==> src/rtl/softex_fp_minmax_acc_pkg.sv <==
// Shared types and FP-format helpers for the softmax min/max row accumulator.
package softex_fp_minmax_acc_pkg;

   typedef enum logic [2:0] {FP32, FP64, FP16, FP8, FP16ALT} fp_format_e;

   localparam fp_format_e FPFORMAT_IN = FP16ALT;
   localparam int unsigned MAX_WIDTH = 64;

   typedef enum logic {MIN = 1'b0, MAX = 1'b1} min_max_mode_t;

   typedef enum logic [1:0] {IDLE, ACC, OUT} minmax_acc_state_t;

   function automatic int unsigned exp_bits(fp_format_e f);
      case (f)
         FP32:    return 8;
         FP64:    return 11;
         FP16:    return 5;
         FP8:     return 5;
         default: return 8;
      endcase
   endfunction

   function automatic int unsigned man_bits(fp_format_e f);
      case (f)
         FP32:    return 23;
         FP64:    return 52;
         FP16:    return 10;
         FP8:     return 2;
         default: return 7;
      endcase
   endfunction

   function automatic int unsigned fp_width(fp_format_e f);
      return 1 + exp_bits(f) + man_bits(f);
   endfunction

   // Quiet, positive NaN: exponent all ones plus the mantissa MSB.
   function automatic logic [MAX_WIDTH-1:0] canonical_nan(fp_format_e f);
      logic [MAX_WIDTH-1:0] r;
      r = '0;
      for (int unsigned i = 0; i <= exp_bits(f); i++) begin
         r[man_bits(f) - 1 + i] = 1'b1;
      end
      return r;
   endfunction

endpackage

==> src/rtl/softex_fp_minmax_rec.sv <==
// Strobed N-operand minNum/maxNum reduction; result is canonicalised so an
// unstrobed or NaN outcome always leaves as the canonical quiet NaN.
module softex_fp_minmax_rec
   import softex_fp_minmax_acc_pkg::*;
#(
   parameter fp_format_e  FPFORMAT = FPFORMAT_IN,
   parameter int unsigned N_INP    = 2,
   localparam int unsigned WIDTH   = fp_width(FPFORMAT)
) (
   input  logic [N_INP-1:0][WIDTH-1:0] data_i,
   input  logic [N_INP-1:0]            strb_i,
   input  min_max_mode_t               mode_i,
   output logic [WIDTH-1:0]            res_o,
   output logic                        strb_o
);

   localparam int unsigned EXP = exp_bits(FPFORMAT);
   localparam int unsigned MAN = man_bits(FPFORMAT);
   localparam logic [MAX_WIDTH-1:0] CANON_FULL = canonical_nan(FPFORMAT);
   localparam logic [WIDTH-1:0] CANON = CANON_FULL[WIDTH-1:0];

   function automatic logic is_nan(logic [WIDTH-1:0] v);
      return (&v[WIDTH-2 -: EXP]) && (|v[MAN-1:0]);
   endfunction

   function automatic logic [WIDTH-1:0] fold2(logic [WIDTH-1:0] a, logic sa,
                                              logic [WIDTH-1:0] b, logic sb,
                                              min_max_mode_t mode);
      logic [WIDTH-1:0] r;
      logic             lt;
      // Sign-magnitude order; differing signs also give -0 < +0.
      if (a[WIDTH-1] != b[WIDTH-1]) lt = a[WIDTH-1];
      else if (a[WIDTH-1])          lt = a[WIDTH-2:0] > b[WIDTH-2:0];
      else                          lt = a[WIDTH-2:0] < b[WIDTH-2:0];
      if (!sb)                           r = a;
      else if (!sa)                      r = b;
      else if (is_nan(a) && is_nan(b))   r = CANON;
      else if (is_nan(a))                r = b;
      else if (is_nan(b))                r = a;
      else if (mode == MIN)              r = lt ? a : b;
      else                               r = lt ? b : a;
      return r;
   endfunction

   logic [WIDTH-1:0] acc;
   logic             accs;

   always_comb begin
      acc  = data_i[0];
      accs = strb_i[0];
      for (int unsigned i = 1; i < N_INP; i++) begin
         acc  = fold2(acc, accs, data_i[i], strb_i[i], mode_i);
         accs = accs | strb_i[i];
      end
   end

   assign res_o  = (!accs || is_nan(acc)) ? CANON : acc;
   assign strb_o = accs;

endmodule

==> src/rtl/softex_fp_minmax_acc.sv <==
// Row accumulator: folds len strobed beats into one min/max result and holds
// it under a valid/ready handshake.
//
//   state | meaning
//   IDLE  | waiting for the first beat of a row
//   ACC   | accumulating beats 2..len
//   OUT   | presenting the row result
module softex_fp_minmax_acc
   import softex_fp_minmax_acc_pkg::*;
#(
   parameter fp_format_e  FPFORMAT  = FPFORMAT_IN,
   parameter int unsigned CNT_WIDTH = 16,
   localparam int unsigned WIDTH    = fp_width(FPFORMAT)
) (
   input  logic                 clk_i,
   input  logic                 rst_ni,
   input  logic                 clear_i,
   input  logic                 enable_i,
   input  logic                 valid_i,
   output logic                 ready_o,
   input  logic [WIDTH-1:0]     data_i,
   input  logic                 strb_i,
   input  min_max_mode_t        mode_i,
   input  logic [CNT_WIDTH-1:0] len_i,
   output logic                 valid_o,
   input  logic                 ready_i,
   output logic [WIDTH-1:0]     res_o,
   output logic                 strb_o
);

   minmax_acc_state_t    state_q, state_d;
   logic [CNT_WIDTH-1:0] cnt_q, cnt_d, len_q, len_d, len_eff, cnt_inc;
   min_max_mode_t        mode_q, mode_d, fold_mode;
   logic [WIDTH-1:0]     acc_q, acc_d, res_q, res_d, fold_res;
   logic                 accstrb_q, accstrb_d, rstrb_q, rstrb_d, fold_strb;

   assign len_eff   = (len_i == '0) ? CNT_WIDTH'(1) : len_i;
   assign cnt_inc   = cnt_q + CNT_WIDTH'(1);
   assign fold_mode = (state_q == IDLE) ? mode_i : mode_q;

   // In IDLE the stale accumulator is masked so the fold just passes the first beat.
   softex_fp_minmax_rec #(
      .FPFORMAT (FPFORMAT),
      .N_INP    (2)
   ) i_fold (
      .data_i ({data_i, acc_q}),
      .strb_i ({strb_i, accstrb_q & (state_q != IDLE)}),
      .mode_i (fold_mode),
      .res_o  (fold_res),
      .strb_o (fold_strb)
   );

   assign ready_o = enable_i & (state_q != OUT);
   assign valid_o = (state_q == OUT);
   assign res_o   = res_q;
   assign strb_o  = rstrb_q;

   always_comb begin
      state_d   = state_q;
      cnt_d     = cnt_q;
      len_d     = len_q;
      mode_d    = mode_q;
      acc_d     = acc_q;
      accstrb_d = accstrb_q;
      res_d     = res_q;
      rstrb_d   = rstrb_q;
      if (clear_i) begin
         state_d   = IDLE;
         cnt_d     = '0;
         acc_d     = '0;
         accstrb_d = 1'b0;
         res_d     = '0;
         rstrb_d   = 1'b0;
      end else if (enable_i) begin
         case (state_q)
            IDLE: if (valid_i) begin
               mode_d    = mode_i;
               len_d     = len_eff;
               acc_d     = fold_res;
               accstrb_d = fold_strb;
               cnt_d     = CNT_WIDTH'(1);
               if (len_eff == CNT_WIDTH'(1)) begin
                  state_d = OUT;
                  res_d   = fold_res;
                  rstrb_d = fold_strb;
               end else begin
                  state_d = ACC;
               end
            end
            ACC: if (valid_i) begin
               acc_d     = fold_res;
               accstrb_d = fold_strb;
               cnt_d     = cnt_inc;
               if (cnt_inc == len_q) begin
                  state_d = OUT;
                  res_d   = fold_res;
                  rstrb_d = fold_strb;
               end
            end
            OUT: if (ready_i) state_d = IDLE;
            default: state_d = IDLE;
         endcase
      end
   end

   always_ff @(posedge clk_i or negedge rst_ni) begin
      if (!rst_ni) begin
         state_q   <= IDLE;
         cnt_q     <= '0;
         len_q     <= CNT_WIDTH'(1);
         mode_q    <= MIN;
         acc_q     <= '0;
         accstrb_q <= 1'b0;
         res_q     <= '0;
         rstrb_q   <= 1'b0;
      end else begin
         state_q   <= state_d;
         cnt_q     <= cnt_d;
         len_q     <= len_d;
         mode_q    <= mode_d;
         acc_q     <= acc_d;
         accstrb_q <= accstrb_d;
         res_q     <= res_d;
         rstrb_q   <= rstrb_d;
      end
   end

endmodule

==> config.mk <==
export PLATFORM = sky130hd
export DESIGN_NAME = softex_fp_minmax_acc
export DESIGN_NICKNAME = d
export VERILOG_FILES = /design/src/rtl/softex_fp_minmax_acc_pkg.sv /design/src/rtl/softex_fp_minmax_rec.sv /design/src/rtl/softex_fp_minmax_acc.sv
export SDC_FILE = /design/constraint.sdc
export NUM_CORES = 1
export LEC_CHECK = 0
export ABC_AREA = 1
export BUFFER_PORTS_ARGS = -buffer_cell sky130_fd_sc_hd__buf_2
export CORE_MARGIN = 2
export CORE_UTILIZATION = 33
export DETAILED_ROUTE_END_ITERATION = 7
export PLACE_DENSITY = 0.47
export SLEW_MARGIN = 0
export SYNTH_ARGS = -nofsm -noshare
export SYNTH_HDL_FRONTEND = slang
export SYNTH_SLANG_ARGS = --single-unit
==> constraint.sdc <==
create_clock -name clk_i -period 3.43 [get_ports clk_i]
set_clock_uncertainty 0.2 [all_clocks]
set_input_delay 0.343 -clock clk_i [delete_from_list [all_inputs] [get_ports clk_i]]
set_output_delay 0.343 -clock clk_i [all_outputs]
set_load 0.02 [all_outputs]
# Yosys cells after proc, flatten, opt, wreduce, memory -nomap -nowiden
# Cells that the tools add are included.
[word_totals]
ff_bits = 69
output_inout_bits = 19
wordCells = 99
[op_classes]
add_sub_neg = 1
order_cmp = 2
n_eq_ne = 11
muxes = 48
bitwise = 4
n_reduce_logical = 25
[ops]
columns = ["cell", "n"]
rows = [
  ["two-way mux 16 bit", 24],
  ["one-hot mux 16 bit (2 select lines)", 2],
  ["AND reduction 8 bit", 3],
  ["OR reduction 7 bit", 3],
  ["adder 16 x 1 -> 16 bit (second input constant)", 1],
  ["equality test 16 x 1 -> 1 bit (second input constant)", 1],
  ["equality test 16 bit", 1],
  ["logical NOT 16 bit", 1],
  ["greater-than comparator 15 bit", 1],
  ["< comparator 15 bit", 1],
  ["two-way mux 2 bit", 7],
  ["two-way mux 1 bit", 13],
  ["!= test 3 bit (second input constant)", 3],
  ["AND reduction 4 bit", 2],
  ["nonzero test 2 bit", 4],
  ["!= test 3 x 2 -> 1 bit (second input constant)", 2],
  ["one-hot mux 2 bit (3 select lines)", 1],
  ["AND reduction 6 bit", 1],
  ["AND reduction 5 bit", 1],
  ["logical AND 1 bit", 4],
  ["AND reduction 3 bit", 1],
  ["nonzero test 3 bit", 1],
  ["bitwise AND 1 bit", 2],
  ["equality test 2 x 1 -> 1 bit (second input constant)", 1],
  ["other kinds (10)", 10],
]

# Longest topological paths before layout
# Gate-level depths: netlist of the first run.
[logic_depth]
depth_word = 19
mapped_depth = 28
depth_no_buf = 26

# Modules after synthesis
# From an unflattened synthesis of the first run, not the netlist that was laid out.
[unflattened]
cells_unflattened = 780
hier_area_um2 = 5122.4
[modules_own_cells]
columns = ["mod", "instances", "cells_per_inst", "area_each_um2", "seq_area_each_um2"]
rows = [
  ["softex_fp_minmax_acc", 1, 513, 3738.6, 1727.9],
  ["softex_fp_minmax_rec", 1, 267, 1383.8, 0.0],
]

# Worst setup path after synthesis of the first run
# No wires, ideal clock.
[synth_timing]
path_type = "reg-to-reg"
startpoint = "register acc_q[14]"
endpoint = "register acc_q[1]"
setup_time_ns = 0.142
arrival_ns = 2.496
required_ns = 3.088
slack_ns = 0.593
path_stages_with_launch = 24
path_buffers = 2
period_less_slack_ns = 2.837
cell_sequence = "dfrtp_1 ha_1 nand2_2 inv_1 nand2_1 nand2_1 a21oi_1 nand3_1 nand2_1 nand2_2 nand2_2 nand3_4 nand2_4 buf_6 nand2_1 nand3_1 nand2_1 nand2_2 nand2_2 nor2_2 nand3_4 buf_6 nand4_1 o21ai_0"
[synth_via]
elab_chain_cells = 18
word_cells_on_any_way = 24
classes_between = "2 x order compare; 15 x mux; 7 x reduce/logical"
[synth_lines]
columns = ["element", "line_no", "source"]
rows = [
  ["start, declared", "softex_fp_minmax_acc.sv:34", "logic [WIDTH-1:0] acc_q, acc_d, res_q, res_d, fold_res;"],
  ["start signal, assigned", "softex_fp_minmax_acc.sv:112", "acc_q <= '0;"],
  ["start signal, assigned", "softex_fp_minmax_acc.sv:121", "acc_q <= acc_d;"],
  ["< comparator 15 bit / greater-than comparator 15 bit (equally long branches)", "softex_fp_minmax_rec.sv:34, softex_fp_minmax_rec.sv:33", ""],
  ["two-way mux 1 bit", "softex_fp_minmax_rec.sv:33", "else if (a[WIDTH-1]) lt = a[WIDTH-2:0] > b[WIDTH-2:0];"],
  ["two-way mux 1 bit", "softex_fp_minmax_rec.sv:32", "if (a[WIDTH-1] != b[WIDTH-1]) lt = a[WIDTH-1];"],
  ["two-way mux 16 bit (on tied branches)", "softex_fp_minmax_rec.sv:40, softex_fp_minmax_rec.sv:41", ""],
  ["two-way mux 16 bit", "softex_fp_minmax_rec.sv:40", "else if (mode == MIN) r = lt ? a : b;"],
  ["two-way mux 16 bit", "softex_fp_minmax_rec.sv:39", "else if (is_nan(b)) r = a;"],
  ["two-way mux 16 bit", "softex_fp_minmax_rec.sv:38", "else if (is_nan(a)) r = b;"],
  ["two-way mux 16 bit", "softex_fp_minmax_rec.sv:37", "else if (is_nan(a) && is_nan(b)) r = CANON;"],
  ["[2 not listed]", "-", ""],
  ["AND reduction 8 bit / OR reduction 7 bit (equally long branches)", "softex_fp_minmax_rec.sv:23", "return (&v[WIDTH-2 -: EXP]) && (|v[MAN-1:0]);"],
  ["logical AND 1 bit", "softex_fp_minmax_rec.sv:23", ""],
  ["logical OR 1 bit", "softex_fp_minmax_rec.sv:57", "assign res_o = (!accs || is_nan(acc)) ? CANON : acc;"],
  ["two-way mux 16 bit *", "softex_fp_minmax_rec.sv:57", ""],
  ["two-way mux 16 bit *", "softex_fp_minmax_acc.sv:76, softex_fp_minmax_acc.sv:90", ""],
  ["two-way mux 16 bit *", "-", ""],
  ["two-way mux 16 bit *", "softex_fp_minmax_acc.sv:74", "end else if (enable_i) begin"],
  ["two-way mux 16 bit *", "softex_fp_minmax_acc.sv:67", "if (clear_i) begin"],
]
# Every way passes the cells marked *; elsewhere a longest branch is shown, timed or not. The select of a mux whose other input is x is not followed.
# A chain may end at the register's enable or synchronous reset.

# Final worst setup path of the first run
[layout_timing]
startpoint = "register acc_q[14]"
endpoint = "register res_q[9] (netlist: res_o[9])"
[layout_via]
elab_chain_cells = 19
word_cells_on_any_way = 27
classes_between = "2 x order compare; 18 x mux; 7 x reduce/logical"
[layout_lines]
columns = ["element", "line_no", "source"]
rows = [
  ["< comparator 15 bit / greater-than comparator 15 bit (equally long branches)", "softex_fp_minmax_rec.sv:34, softex_fp_minmax_rec.sv:33", ""],
  ["two-way mux 1 bit", "softex_fp_minmax_rec.sv:33", ""],
  ["two-way mux 1 bit", "softex_fp_minmax_rec.sv:32", ""],
  ["two-way mux 16 bit (on tied branches)", "softex_fp_minmax_rec.sv:40, softex_fp_minmax_rec.sv:41", ""],
  ["two-way mux 16 bit", "softex_fp_minmax_rec.sv:40", ""],
  ["two-way mux 16 bit", "softex_fp_minmax_rec.sv:39", ""],
  ["two-way mux 16 bit", "softex_fp_minmax_rec.sv:38", ""],
  ["two-way mux 16 bit", "softex_fp_minmax_rec.sv:37", ""],
  ["[3 not listed]", "-", ""],
  ["logical AND 1 bit", "softex_fp_minmax_rec.sv:23", ""],
  ["logical OR 1 bit", "softex_fp_minmax_rec.sv:57", ""],
  ["two-way mux 16 bit *", "softex_fp_minmax_rec.sv:57", ""],
  ["two-way mux 16 bit (on tied branches)", "softex_fp_minmax_acc.sv:94, softex_fp_minmax_acc.sv:82", ""],
  ["two-way mux 16 bit (on tied branches)", "softex_fp_minmax_acc.sv:90, softex_fp_minmax_acc.sv:76", ""],
  ["one-hot mux 16 bit (2 select lines) *", "softex_fp_minmax_acc.sv:75", "case (state_q)"],
  ["two-way mux 16 bit *", "softex_fp_minmax_acc.sv:74", ""],
  ["two-way mux 16 bit *", "softex_fp_minmax_acc.sv:67", ""],
  ["end signal, assigned", "softex_fp_minmax_acc.sv:123", "res_q <= res_d;"],
  ["end, declared", "softex_fp_minmax_acc.sv:34", ""],
]
# Marked as above.

==> flow_summary_export.csv, run 1 <==
group,metric,value,unit
outcome,status,"complete, no violations",
placement,gp_congestion,0.856,
critical_path,cp-end-kind,"flop",
power,seqPwrFrac,0.328,
drt,viasPerCell,4.80,
finish,stdcell_area,5720,um^2
finish,drive_above_1_share,0.211,
worst_hold_path,min_from,"len_i[14]",
cts,cts-root-buf,"clkbuf_16",
sta,finalMaxSlewViolations,0,
drt,wl_per_cell,14.0,um
cts,htree_levels,3,
sta,worst_slew_pin_slew,0.876,ns
yosys,synth.distinct_cells,41,
yosys,ys_warn_count,0,
critical_path,startpoint_type,"flop",
cts,clk_latency,0.33,ns
global_route,antenna_found_initial,0,
sta,layout_min_cycle_time,3.12,ns
critical_path,cp.required,3.45,ns
yosys,postSynthCellCount,657,
power,power_density,639,nW/um^2
global_route,grt_pass1_vias,4269,
global_route,grt_pass1_wl,21000,um
drt,drt_wl_total,12800,um
sta,fin_crit_sh,0.910,
sta,finalSetupViolCount,0,
global_route,overflow,0,
drt,top_layer,"met4",
critical_path,cp.arrival,3.14,ns
critical_path,critPathKind,"reg -> reg",
sta,tns,0,ns
drt,drt_iter0_markers,297,
yosys,syn_nets,715,
power,p_int,2.21,mW
power,swShare,0.395,
finish,fillers,1465,
sta,max_freq,0.320,GHz
die,row_count,43,
cts,cts_buffers,9,
power,p_comb_frac,0.410,
power,vdd_drop_max,0.271,mV
placement,post-place-ws,0.109,ns
global_route,grt.total_usage,0.177,
drt,wl_met2,6210,um
cts,cts_max_path_buffers,2,
drt,wl_met3,481,um
finish,multi_input_area,2660,um^2
placement,dp.final_hpwl,9830,um
drt,drtAntennaViolNets,0,
power,clkPwrFrac,0.262,
drt,firstDrtPassIters,4,
yosys,synth.avg_cell_area,7.15,um^2
global_route,grt_max_degree,32,
critical_path,r2r_start,"acc_q[14]",
drt,num_vias,4405,
die,die_x,123,um
power,net-switching-power,1.44,mW
critical_path,critical_path.max_fanout,8,
critical_path,startpoint,"acc_q[14]",
sta,final.setup.worst_slack,0.309,ns
worst_hold_path,worst_hold_path_type,"in -> reg",
die,io_pins,59,
yosys,ys_seq_area_frac,0.368,
finish,seqCellArea,1730,um^2
yosys,syn-cell-area,4690,um^2
sta,hold_slack,0.0247,ns
die,fp.dieH,123,um
placement,dp.cells,898,
drt,met1Wirelength,5830,um
finish,fin_cells,918,
sta,hold_viol_final,0,
drt,drc,0,
die,start_util,0.338,
yosys,ys_ff_latch,69,
flow_run,drv_cap,0,
power,leakage,2.87,nW
placement,place_area,5280,um^2
cts,cts.sinks,69,
finish,diodes,0,
finish,layout.nets,791,
die,core_area,13900,um^2
sta,relSlewSlack,0.415,
cts,cts_tree,"built",
finish,area_growth,21.8,%
die,dieArea,15200,um^2
cts,path_clk_slew,0.06,ns
placement,port_buffers,58,
## synth_stat cells (all sizes together)
cell type,n,share of area
nand2,221,0.19
inv,76,0.061
nand3,76,0.093
dfrtp,68,0.36
o21ai,44,0.047
nor2,38,0.037
a21oi,25,0.027
ha,18,0.048
nand4,18,0.025
xor2,12,0.022
buf,11,0.017
clkbuf,10,0.0080
o22ai,10,0.013
clkinv,4,0.0032
nor3,4,0.0053
nor4,4,0.0053
mux2,3,0.0072
or2,3,0.0040
xnor2,3,0.0056
o211ai,2,0.0032
a22oi,1,0.0016
a31oi,1,0.0013
dfstp,1,0.0056
nand3b,1,0.0016
o2111ai,1,0.0019
o41ai,1,0.0059
or3,1,0.0013
## kinds of logic after synthesis
logic type,share of synthesized area
flip-flops,0.368
AND/OR/NAND/NOR,0.359
multiplexers,0.00720
buffers and inverters,0.0893
adder cells (fa/ha/maj),0.0480
AO/OA/AOI/OAI,0.101
XOR/XNOR,0.0280
## critical path: stages, from the launching register on
cell,delay [ns]
dfrtp_1,0.40
ha_1,0.31
nand2_2,0.08
nor2_4,0.13
inv_2,0.05
nor2_4,0.10
nand2_1,0.07
nand3_1,0.08
nand2_2,0.07
nand2_2,0.07
nand2_2,0.06
nand3_4,0.15
buf_4,0.15
nand3_1,0.06
nand3_1,0.08
nand2_1,0.07
nand2_1,0.09
nand2_1,0.07
nor2_1,0.13
nand2_2,0.13
nand3_4,0.17
nand3_2,0.10
nand3_1,0.10
nand2_1,0.07
## power by group through the flow
stage / logic (mW) / registers (mW) / clock network (mW)
finish: 1.50 / 1.20 / 0.958
detailed placement: 1.42 / 1.21 / 0
global placement: 1.42 / 1.21 / 0
floorplan: 0.917 / 1.28 / 0
global route: 1.70 / 1.23 / 1.03
CTS: 1.43 / 1.20 / 0.985
## repair_timing
action | CTS | global route
setup endpoints to repair | 0 | 32
buffers inserted | 0 | 1
hold buffers | 1 | 0
resized for setup | 0 | 21
hold endpoints to repair | 24 | 0
## placed cells by master, fill, tap and decap left out, types with 2 or more instances in the layout
cell         n
o21ai_0     33
nor2_4       5
xor2_1      10
nand2_8      2
nand3_1     66
a21oi_1     23
xor2_2       2
ha_1        18
nor4_1       4
nand4_1     17
inv_1       72
xnor2_1      3
buf_4       24
buf_2       58
nor2_1      27
o22ai_1     10
clkinv_1     4
o21ai_1     10
clkbuf_16    9
nand2_2     14
nand3_4      3
nor2_2       6
o211ai_1     2
clkbuf_8     2
nand3_2      8
mux2_2       3
dfrtp_1     67
nor3_1       3
inv_2        3
nand2_1    205
clkinv_2     2
a21oi_2      2
## worst paths after layout
check / endpoint / slack, ns / cells after the start
worst max-delay path: res_o[9] / 0.31 / 23
worst min-delay path: len_q[14] / 0.02 / 3
worst max register to register: res_o[9] / 0.31 / 23
worst min register to register: res_o[2] / 0.28 / 2
max in group asynchronous: cnt_q[0] / 1.86 / 3
min in group asynchronous: cnt_q[6] / 0.37 / 2
## stage by stage
step	util	total power, mW
after global placement	0.380	2.63
final	0.412	3.65
after CTS	0.403	3.62
after global routing	0.412	3.96
after floorplan	-	2.20
after detailed placement	0.380	2.64
## area by class of cell
class                           instances  area share
Clock buffer                           11      0.0442
Clock inverter                          5      0.0101
Inverter                               80      0.0530
Multi-Input combinational cell        489       0.465
Sequential cell                        69       0.302
Tap cell                              180      0.0394
Timing Repair Buffer                   84      0.0860
## sequential cells by signal (all words and copies together) (netlist names)
register	cells
acc_q	16
cnt_q	16
len_q	16
strb_o	1
mode_q	1
accstrb_q	1
state_q	2
res_o	16
## metal layers
| metal | vias up | global-route usage |
|---|---|---|
| met5 | - | 0 |
| met4 | 0 | 0.0582 |
| met3 | 21 | 0.0268 |
| met2 | 85 | 0.306 |
| met1 | 1998 | 0.225 |
| li1 | 2301 | - |
(Power assumes the default switching activity.)
==> run 2: changes to the inputs <==
==> constraint.sdc (replaced) <==
create_clock -name clk_i -period 2.9 [get_ports clk_i]
set_clock_uncertainty 0.2 [all_clocks]
set_input_delay 0.29 -clock clk_i [delete_from_list [all_inputs] [get_ports clk_i]]
set_output_delay 0.29 -clock clk_i [all_outputs]
set_load 0.02 [all_outputs]
==> flow_summary_export.csv, run 2 (synthesis results as in run 1) <==
group,metric,value,unit
outcome,status,"complete, but fails checks",
outcome,violations,"negative setup slack",
critical_path,startpoint_type,"flop",
critical_path,critPathBufInv,2,
global_route,grt_pass1_vias,4897,
sta,hold_slack,0.0267,ns
cts,path_clk_slew,0.06,ns
power,vdd_drop_max,0.423,mV
drt,drt_wl_total,14200,um
placement,post-place-ws,-0.394,ns
global_route,grt.total_usage,0.195,
sta,max_freq,0.318,GHz
global_route,grt_use_met3,0.0268,
worst_hold_path,worst_hold_path_type,"in -> reg",
critical_path,cp-end-kind,"flop",
critical_path,crit_top_cell,"nand2_2",
die,core_area,13900,um^2
critical_path,slowest_delay,0.39,ns
critical_path,critical_path.max_fanout,8,
power,power,4.68,mW
placement,dp.final_hpwl,10400,um
sta,final.setup.worst_slack,-0.241,ns
cts,htree_levels,3,
cts,cts_tree,"built",
finish,diodes,0,
sta,relSlewSlack,0.580,
sta,finalMaxSlewViolations,0,
critical_path,critPathKind,"reg -> reg",
sta,rsz0062_at_grt,"yes",
drt,wl_per_cell,14.1,um
die,row_count,43,
global_route,overflow,0,
global_route,grt_busiest_layer,"met2",
drt,num_vias,4766,
drt,drt_iter0_markers,241,
die,fp.dieH,123,um
placement,place_area,5820,um^2
global_route,grt_max_degree,32,
finish,stdcell_area,6750,um^2
drt,drtAntennaViolNets,0,
critical_path,cp.arrival,3.21,ns
power,power_density,694,nW/um^2
cts,clk_latency,0.33,ns
sta,layout_min_cycle_time,3.14,ns
die,io_pins,59,
flow_run,drv_cap,0,
finish,drive_above_1_share,0.364,
sta,hold_viol_final,0,
finish,fin_util,0.486,
die,start_util,0.338,
critical_path,cp_top_family,"simple AND/OR/NAND/NOR gates",
drt,viasPerCell,4.74,
critical_path,cp.required,2.97,ns
cts,cts_max_path_buffers,2,
sta,worst_slew_pin_slew,0.629,ns
placement,gp_congestion,0.873,
drt,drc,0,
finish,area_growth,43.7,%
cts,cts-root-buf,"clkbuf_16",
global_route,antenna_found_initial,0,
critical_path,crit_chain,"ha_1 -> nand2_4 -> nor2_4 -> inv_2 -> nor2_4 -> nand2_2 -> nand2_1 -> nand2_1 -> nand2_2 -> nand2_2 -> nand2_2 -> nand3_4 -> nand2_8 -> buf_8 -> nand2_2 -> nand3_2 -> nand2_2 -> nand2_2 -> nand2_2 -> nor2_4 -> nand3_4 -> nand3_2 -> nand3_1 -> nand2_1",
global_route,grt_pass1_wl,23200,um
die,dieArea,15200,um^2
global_route,grt.met1_usage,0.237,
finish,layout.nets,879,
cts,cts.sinks,69,
cts,cts_buffers,9,
power,leakage,3.34,nW
sta,fin_crit_sh,1.08,
sta,finalSetupViolCount,32,
finish,layout_commonest_cell,"nand2_1",
placement,port_buffers,58,
die,die_x,123,um
global_route,grt.met2_usage,0.353,
drt,firstDrtPassIters,4,
finish,mostFrequentLayoutCells,"174 x nand2_1, 97 x buf_4, 71 x inv_1, 68 x dfrtp_1, 58 x buf_2",
critical_path,cpMaxStageDelayCell,"dfrtp_1",
## run 2: cell count changes in the layout (fill, tap and decap cells not counted), moves of 7 or more
| cell | before | now |
|---|---|---|
| nand2_1 | 205 | 174 |
| nand3_1 | 66 | 43 |
| nand2_2 | 14 | 39 |
| o21ai_2 | 1 | 8 |
| buf_4 | 24 | 97 |
| dlygate4sd3_1 | 1 | 10 |
| nand3_2 | 8 | 27 |
## run 2: path summary, 6_finish.rpt
kind / startpoint / end / slack [ns] / cells after the start
setup / recovery: acc_q[13] / acc_q[9] / -0.24 / 24
hold / removal: len_i[6] / len_q[6] / 0.03 / 3
setup reg to reg: acc_q[13] / acc_q[9] / -0.24 / 24
hold reg to reg: res_o[12] / res_o[12] / 0.27 / 2
max in group asynchronous: rst_ni / acc_q[0] / 1.55 / 3
min in group asynchronous: rst_ni / len_q[6] / 0.22 / 2
## run 2: through the flow
step / cells / TNS [ns]
final: 1006 / -6.16
after CTS: 998 / -4.56
after detailed placement: 967 / -10.75
after global routing: 1006 / -13.74
after floorplan: 657 / 0
after global placement: 967 / -9.38
## run 2: routing by layer
metal,share of wire,routed length (um)
met5,0,0
met4,0.014,193
met3,0.029,418
met2,0.52,7370
met1,0.44,6200
## run 2: cell type report
cell class              instances  area (um^2)
well taps                     180          225
inverters                      80          300
flip-flops and latches         69         1730
fillers                      1412         7130
multi-input cells             488         2980
clock inverters                 4         23.8
repair buffers                173         1240
clock buffers                  12          246
## run 2: timing repair
item,CTS,global route
hold buffers,10,0
pin swaps,28,37
resized for setup,47,62
buffers inserted,4,8
hold endpoints to repair,25,0
gates cloned,1,1
endpoints found under the setup margin,34,35
## run 2: report_power, final
| group | switching, mW | leakage [nW] | internal (mW) |
|---|---|---|---|
| clock network | 0.406 | 0.136 | 0.599 |
| registers | 0.188 | 0.899 | 1.23 |
| logic | 1.29 | 2.31 | 0.969 |
| total | 1.88 | 3.34 | 2.80 |
## run 2: worst min-delay path: cells and delay by family
family / cells / cell delay, ns
AO/OA/AOI/OAI: 1 / 0.08
buffers and inverters: 2 / 0.14
